### src/rtl/if_id_hazard_stage_pkg.sv
// if_id_hazard_stage_pkg: FSM state encodings, NOP constant and instruction field positions for the IF/ID stage
package if_id_hazard_stage_pkg;
  typedef enum logic {RUN = 1'b0, STALL = 1'b1} state_t;
  localparam logic [31:0] NOP = 32'h0;
  localparam int RS_MSB = 25;
  localparam int RS_LSB = 21;
  localparam int RT_MSB = 20;
  localparam int RT_LSB = 16;
endpackage

### src/rtl/if_id_hazard_stage_hazard_detect_unit.sv
// hazard_detect_unit: combinational load-use compare between the ID/EX load destination and the decode-stage source fields
// Ports:
//   valid       in  decode-stage instruction is real
//   enable      in  detection allowed (low while the stage is already stalling)
//   mem_read    in  ID/EX holds a load
//   ex_rt       in  ID/EX load destination register
//   instruction in  instruction currently in decode
//   hazard      out load-use hazard present
module hazard_detect_unit
  import if_id_hazard_stage_pkg::*;
#(
  parameter int DATA_WIDTH     = 32,
  parameter int REG_ADDR_WIDTH = 5
) (
  input  logic                      valid,
  input  logic                      enable,
  input  logic                      mem_read,
  input  logic [REG_ADDR_WIDTH-1:0] ex_rt,
  input  logic [DATA_WIDTH-1:0]     instruction,
  output logic                      hazard
);
  logic rs_match, rt_match;
  assign rs_match = ex_rt == instruction[RS_MSB:RS_LSB];
  assign rt_match = ex_rt == instruction[RT_MSB:RT_LSB];
  // Register 0 is hardwired zero, so a load targeting it never creates a dependency.
  assign hazard = valid & enable & mem_read & (|ex_rt) & (rs_match | rt_match);
endmodule

### src/rtl/if_id_hazard_stage.sv
// if_id_hazard_stage: IF/ID pipeline register with load-use stall, bubble request and branch/jump flush
// Ports:
//   clk, reset (async, active-low)
//   instruction_in, pc_plus_4_in       fetched instruction and its PC+4
//   id_ex_mem_read_in, id_ex_rt_in     load info currently held in ID/EX
//   flush_in                           taken branch/jump resolved this cycle
//   instruction_out, pc_plus_4_out     IF/ID contents presented to decode
//   valid_out                          0 = squashed NOP
//   pc_write_out                       PC enable (0 = hold PC)
//   bubble_out                         ID/EX loads zero control this edge
//   stall_count_out, flush_count_out   saturating performance counters
// Configuration: define HAZARD_PERF_COUNTERS_EN to build the counters; otherwise they read 0.
module if_id_hazard_stage
  import if_id_hazard_stage_pkg::*;
#(
  parameter int DATA_WIDTH     = 32,
  parameter int REG_ADDR_WIDTH = 5,
  parameter int CNT_WIDTH      = 16
) (
  input  logic                      clk,
  input  logic                      reset,
  input  logic [DATA_WIDTH-1:0]     instruction_in,
  input  logic [DATA_WIDTH-1:0]     pc_plus_4_in,
  input  logic                      id_ex_mem_read_in,
  input  logic [REG_ADDR_WIDTH-1:0] id_ex_rt_in,
  input  logic                      flush_in,
  output logic [DATA_WIDTH-1:0]     instruction_out,
  output logic [DATA_WIDTH-1:0]     pc_plus_4_out,
  output logic                      valid_out,
  output logic                      pc_write_out,
  output logic                      bubble_out,
  output logic [CNT_WIDTH-1:0]      stall_count_out,
  output logic [CNT_WIDTH-1:0]      flush_count_out
);
  state_t state, state_next;
  logic hazard;
  hazard_detect_unit #(.DATA_WIDTH(DATA_WIDTH), .REG_ADDR_WIDTH(REG_ADDR_WIDTH)) u_hdu (
    .valid       (valid_out),
    .enable      (state == RUN),
    .mem_read    (id_ex_mem_read_in),
    .ex_rt       (id_ex_rt_in),
    .instruction (instruction_out),
    .hazard      (hazard)
  );
  // A flush squashes the instruction that would have stalled, so it always wins.
  assign pc_write_out = ~hazard | flush_in;
  assign bubble_out   = hazard | flush_in;
  always_comb begin
    state_next = (hazard & ~flush_in) ? STALL : RUN;
  end
  always_ff @(posedge clk or negedge reset) begin
    if (!reset) begin
      state           <= RUN;
      instruction_out <= NOP;
      pc_plus_4_out   <= '0;
      valid_out       <= 1'b0;
    end else begin
      state <= state_next;
      if (flush_in) begin
        instruction_out <= NOP;
        pc_plus_4_out   <= pc_plus_4_in;
        valid_out       <= 1'b0;
      end else if (!hazard) begin
        instruction_out <= instruction_in;
        pc_plus_4_out   <= pc_plus_4_in;
        valid_out       <= 1'b1;
      end
    end
  end
`ifdef HAZARD_PERF_COUNTERS_EN
  logic [CNT_WIDTH-1:0] stall_cnt, flush_cnt;
  always_ff @(posedge clk or negedge reset) begin
    if (!reset) begin
      stall_cnt <= '0;
      flush_cnt <= '0;
    end else begin
      if (hazard && !flush_in && !(&stall_cnt)) stall_cnt <= stall_cnt + 1'b1;
      if (flush_in && !(&flush_cnt)) flush_cnt <= flush_cnt + 1'b1;
    end
  end
  assign stall_count_out = stall_cnt;
  assign flush_count_out = flush_cnt;
`else
  assign stall_count_out = '0;
  assign flush_count_out = '0;
`endif
endmodule
### config.mk
export PLATFORM = sky130hd
export DESIGN_NAME = if_id_hazard_stage
export DESIGN_NICKNAME = d
export VERILOG_FILES = /design/src/rtl/if_id_hazard_stage_pkg.sv /design/src/rtl/if_id_hazard_stage_hazard_detect_unit.sv /design/src/rtl/if_id_hazard_stage.sv
export SDC_FILE = /design/constraint.sdc
export NUM_CORES = 1
export LEC_CHECK = 0
export CAP_MARGIN = 30
export CORE_UTILIZATION = 43
export CTS_BUF_LIST = sky130_fd_sc_hd__clkbuf_4 sky130_fd_sc_hd__clkbuf_8
export CTS_CLUSTER_DIAMETER = 120
export CTS_CLUSTER_SIZE = 25
export DETAILED_ROUTE_END_ITERATION = 7
export GPL_ROUTABILITY_DRIVEN = 1
export PLACE_DENSITY = 0.88
export SETUP_SLACK_MARGIN = 0.4
export SLEW_MARGIN = 10
export SYNTH_ARGS = -nofsm -noshare
export SYNTH_HDL_FRONTEND = slang
export SYNTH_SLANG_ARGS = --single-unit
export TNS_END_PERCENT = 50
### constraint.sdc
create_clock -name clk -period 4 [get_ports clk]
set_input_delay 0.4 -clock clk [delete_from_list [all_inputs] [get_ports clk]]
set_output_delay 0.4 -clock clk [all_outputs]
set_load 0.01 [all_outputs]
==> flow_metrics.tcl <==
set metrics [dict create \
    core_um2 6910 \
    critPathSlowestCell "or4_1" \
    drtIter0Drc 40 \
    period_needed_ns 3.05 \
    dieArea_um2 7580 \
    cts_setup_buffers 0 \
    grt_pass1_wl_um 10500 \
    ir_worst_vdd_mv 0.232 \
    ys_seq_elements 66 \
    dr.pass1.iters 4 \
    maxCapViolations 0 \
    grt_pass1_vias 2311 \
    drc 0 \
    drt_wl_total_um 6790 \
    seqPwrFrac_pct 43.7 \
    drv_slew 0 \
    wire_per_inst_um 13.4 \
    path_max_fanout 3 \
    cts_made_buffers 9 \
    layout-drive-gt1-share_pct 13.2 \
    netlist_area_um2 3110 \
    ios 172 \
    layout_worst_path_cycle_share_pct 76.2 \
    power_switching_uw 371 \
    ctsHoldBuffers 0 \
    vias_per_cell 4.59 \
    hold_viol_final 0 \
    grt-ovfl-total 0 \
    synth_top_area_share_pct 53.1 \
    cts_tree "yes" \
    fillers 542 \
    yosysUniqueCellTypes 20 \
    synth-edff-count 0 \
    endpoint_kind "primary output" \
    h-tree-depth 3 \
    worst_pin_slew_ns 0.648 \
    final.setup.worst_slack_ns 0.951 \
    ys.flop_type "dfrtp_1" \
    synth-seq-area-share_pct 53.1 \
    hpwl_um 5100 \
    cpPeakStageDelay_ns 0.54 \
    utilization_pct 67.6 \
    r2r_cells 6 \
    critical_path_required_ns 3.60 \
    place_ws_ns 0.949 \
    cts_buffer_depth 2 \
    p_clk_share_pct 40.1 \
    power_density_nw_per_um2 356 \
    hp-class "input port to asynchronous set/reset pin" \
    intPower_uw 1290 \
    avgSynthCellArea_um2 11.7 \
    synth_top_area_cell "dfrtp_1" \
    syn2layout_area_growth_pct 50.0 \
    skew_ns 0.00520 \
    fin_nets 478 \
    antenna_cells 0 \
    yosys_warnings 0 \
    crit_top_cell "clkdlybuf4s50_1" \
    setup_tns_ns 0 \
    grt_max_degree 39 \
    grt_usage_pct 18.2 \
    worstPathArrival_ns 2.65 \
    cts.sinks 66 \
    outcome "finished, final reports clean" \
    io_buffers 139 \
    cp_cell_sequence "clkdlybuf4s50_1 -> or4_1 -> nor2_1 -> nor4b_4 -> or2_2 -> clkdlybuf4s50_1" \
    root_buffer "clkbuf_8" \
    rsz0062_at_grt "false" \
    synth_top_cells_by_area "dfrtp_1 (53%), mux2_2 (11%), mux2i_1 (10%)" \
    relSlewSlack_pct 56.8 \
    antenna_found_initial 0 \
    final_antenna_net_count 0 \
    leakage_uw 0.00196 \
    max_freq_ghz 0.328 \
    switching_share_pct 22.3 \
    regArea_um2 1650 \
    setup_viol 0 \
    die_y_um 87.1 \
    syn_inst 266 \
    die_w_um 87.1 \
    multi_input_area_um2 1240 \
    worstSetupPathType "input port to primary output" \
    start_util_pct 45.1 \
    via_count 2319 \
    hold_ws_ns 0.0937 \
    synthArstFlopShare_pct 100 \
    place_congestion 0.787 \
    clk_pin_slew_ns 0.07 \
    clk_latency_ns 0.33 \
    cts_resized 0 \
    num_rows 30 \
    startpoint_type "input port" \
    power_frac_comb_pct 16.2 \
]
cell families after synthesis:
logic type,Yosys count,share of synthesized area (%)
buf+inv,47,11.2
compound gates,1,0.241
simple gates,77,10.7
mux,64,21.9
flops,66,53.1
other cells,1,0.121
xor+xnor,10,2.81
state kept, by name, summed over array words and instances, names as in the netlist:
signal	cells
instruction_out	32
pc_plus_4_out	32
state	1
valid_out	1
placed cells by master (no fill, tap or decap), drive strengths merged, types with 5 or more instances in the layout:
master | netlist | routed
clkdlybuf4s50 | 0 | 138
nand2 | 66 | 66
dfrtp | 66 | 66
mux2i | 32 | 32
conb | 1 | 32
mux2 | 32 | 32
xor2 | 10 | 10
clkbuf | 7 | 10
buf | 39 | 5
metal layers:
metal	share of wire [%]	vias up	global-route usage [%]
li1	-	1086	-
met1	40	1106	21.0
met2	50	112	31.8
met3	7.8	15	4.45
met4	2.4	0	8.18
met5	0	-	0
power by group through the flow:
stage / logic, uW / registers (uW) / clock network [uW]
floorplan: 103 / 755 / 0
detailed placement: 272 / 739 / 0
global route: 293 / 731 / 715
finish: 269 / 726 / 665
global placement: 265 / 738 / 0
CTS: 273 / 727 / 686
per-stage QoR:
| stage | total power (uW) | instance area, um2 | cells |
|---|---|---|---|
| after floorplan | 857 | 3230 | 297 |
| after global placement | 1000 | 4430 | 490 |
| after detailed placement | 1010 | 4430 | 490 |
| after CTS | 1690 | 4670 | 505 |
| after global routing | 1740 | 4670 | 505 |
| final | 1660 | 4670 | 505 |
worst max-delay path: cells and delay by family:
| kind | cells | cell delay [ns] |
|---|---|---|
| buffers and inverters | 2 | 0.95 |
| AND/OR/NAND/NOR | 4 | 1.29 |
path summary, 6_finish.rpt:
kind | slack [ns] | to | startpoint
max in group asynchronous | 2.98 | instruction_out[27] | reset
hold / removal | 0.09 | pc_plus_4_out[1] | reset
setup / recovery | 0.95 | bubble_out | id_ex_rt_in[1]
min in group clk | 0.49 | pc_plus_4_out[30] | pc_plus_4_out[30]
setup reg to reg | 1.68 | instruction_out[25] | instruction_out[23]
hold reg to reg | 0.49 | pc_plus_4_out[30] | pc_plus_4_out[30]
cell usage after synthesis (2+ instances only):
cell and count:
buf_4 32, buf_6 7, clkbuf_1 7, dfrtp_1 66
mux2_1 2, mux2_2 30, mux2i_1 32, nand2_1 66
nor2_1 3, nor3_1 2, xor2_1 10
cell type report:
class | instances | share of cell area [%]
inverters | 1 | 0.0804
clock inverters | 5 | 2.20
well taps | 96 | 2.57
flip-flops and latches | 66 | 35.4
repair buffers | 143 | 30.3
multi-input cells | 184 | 26.5
clock buffers | 10 | 2.95
Power figures use the tool's default switching activity.
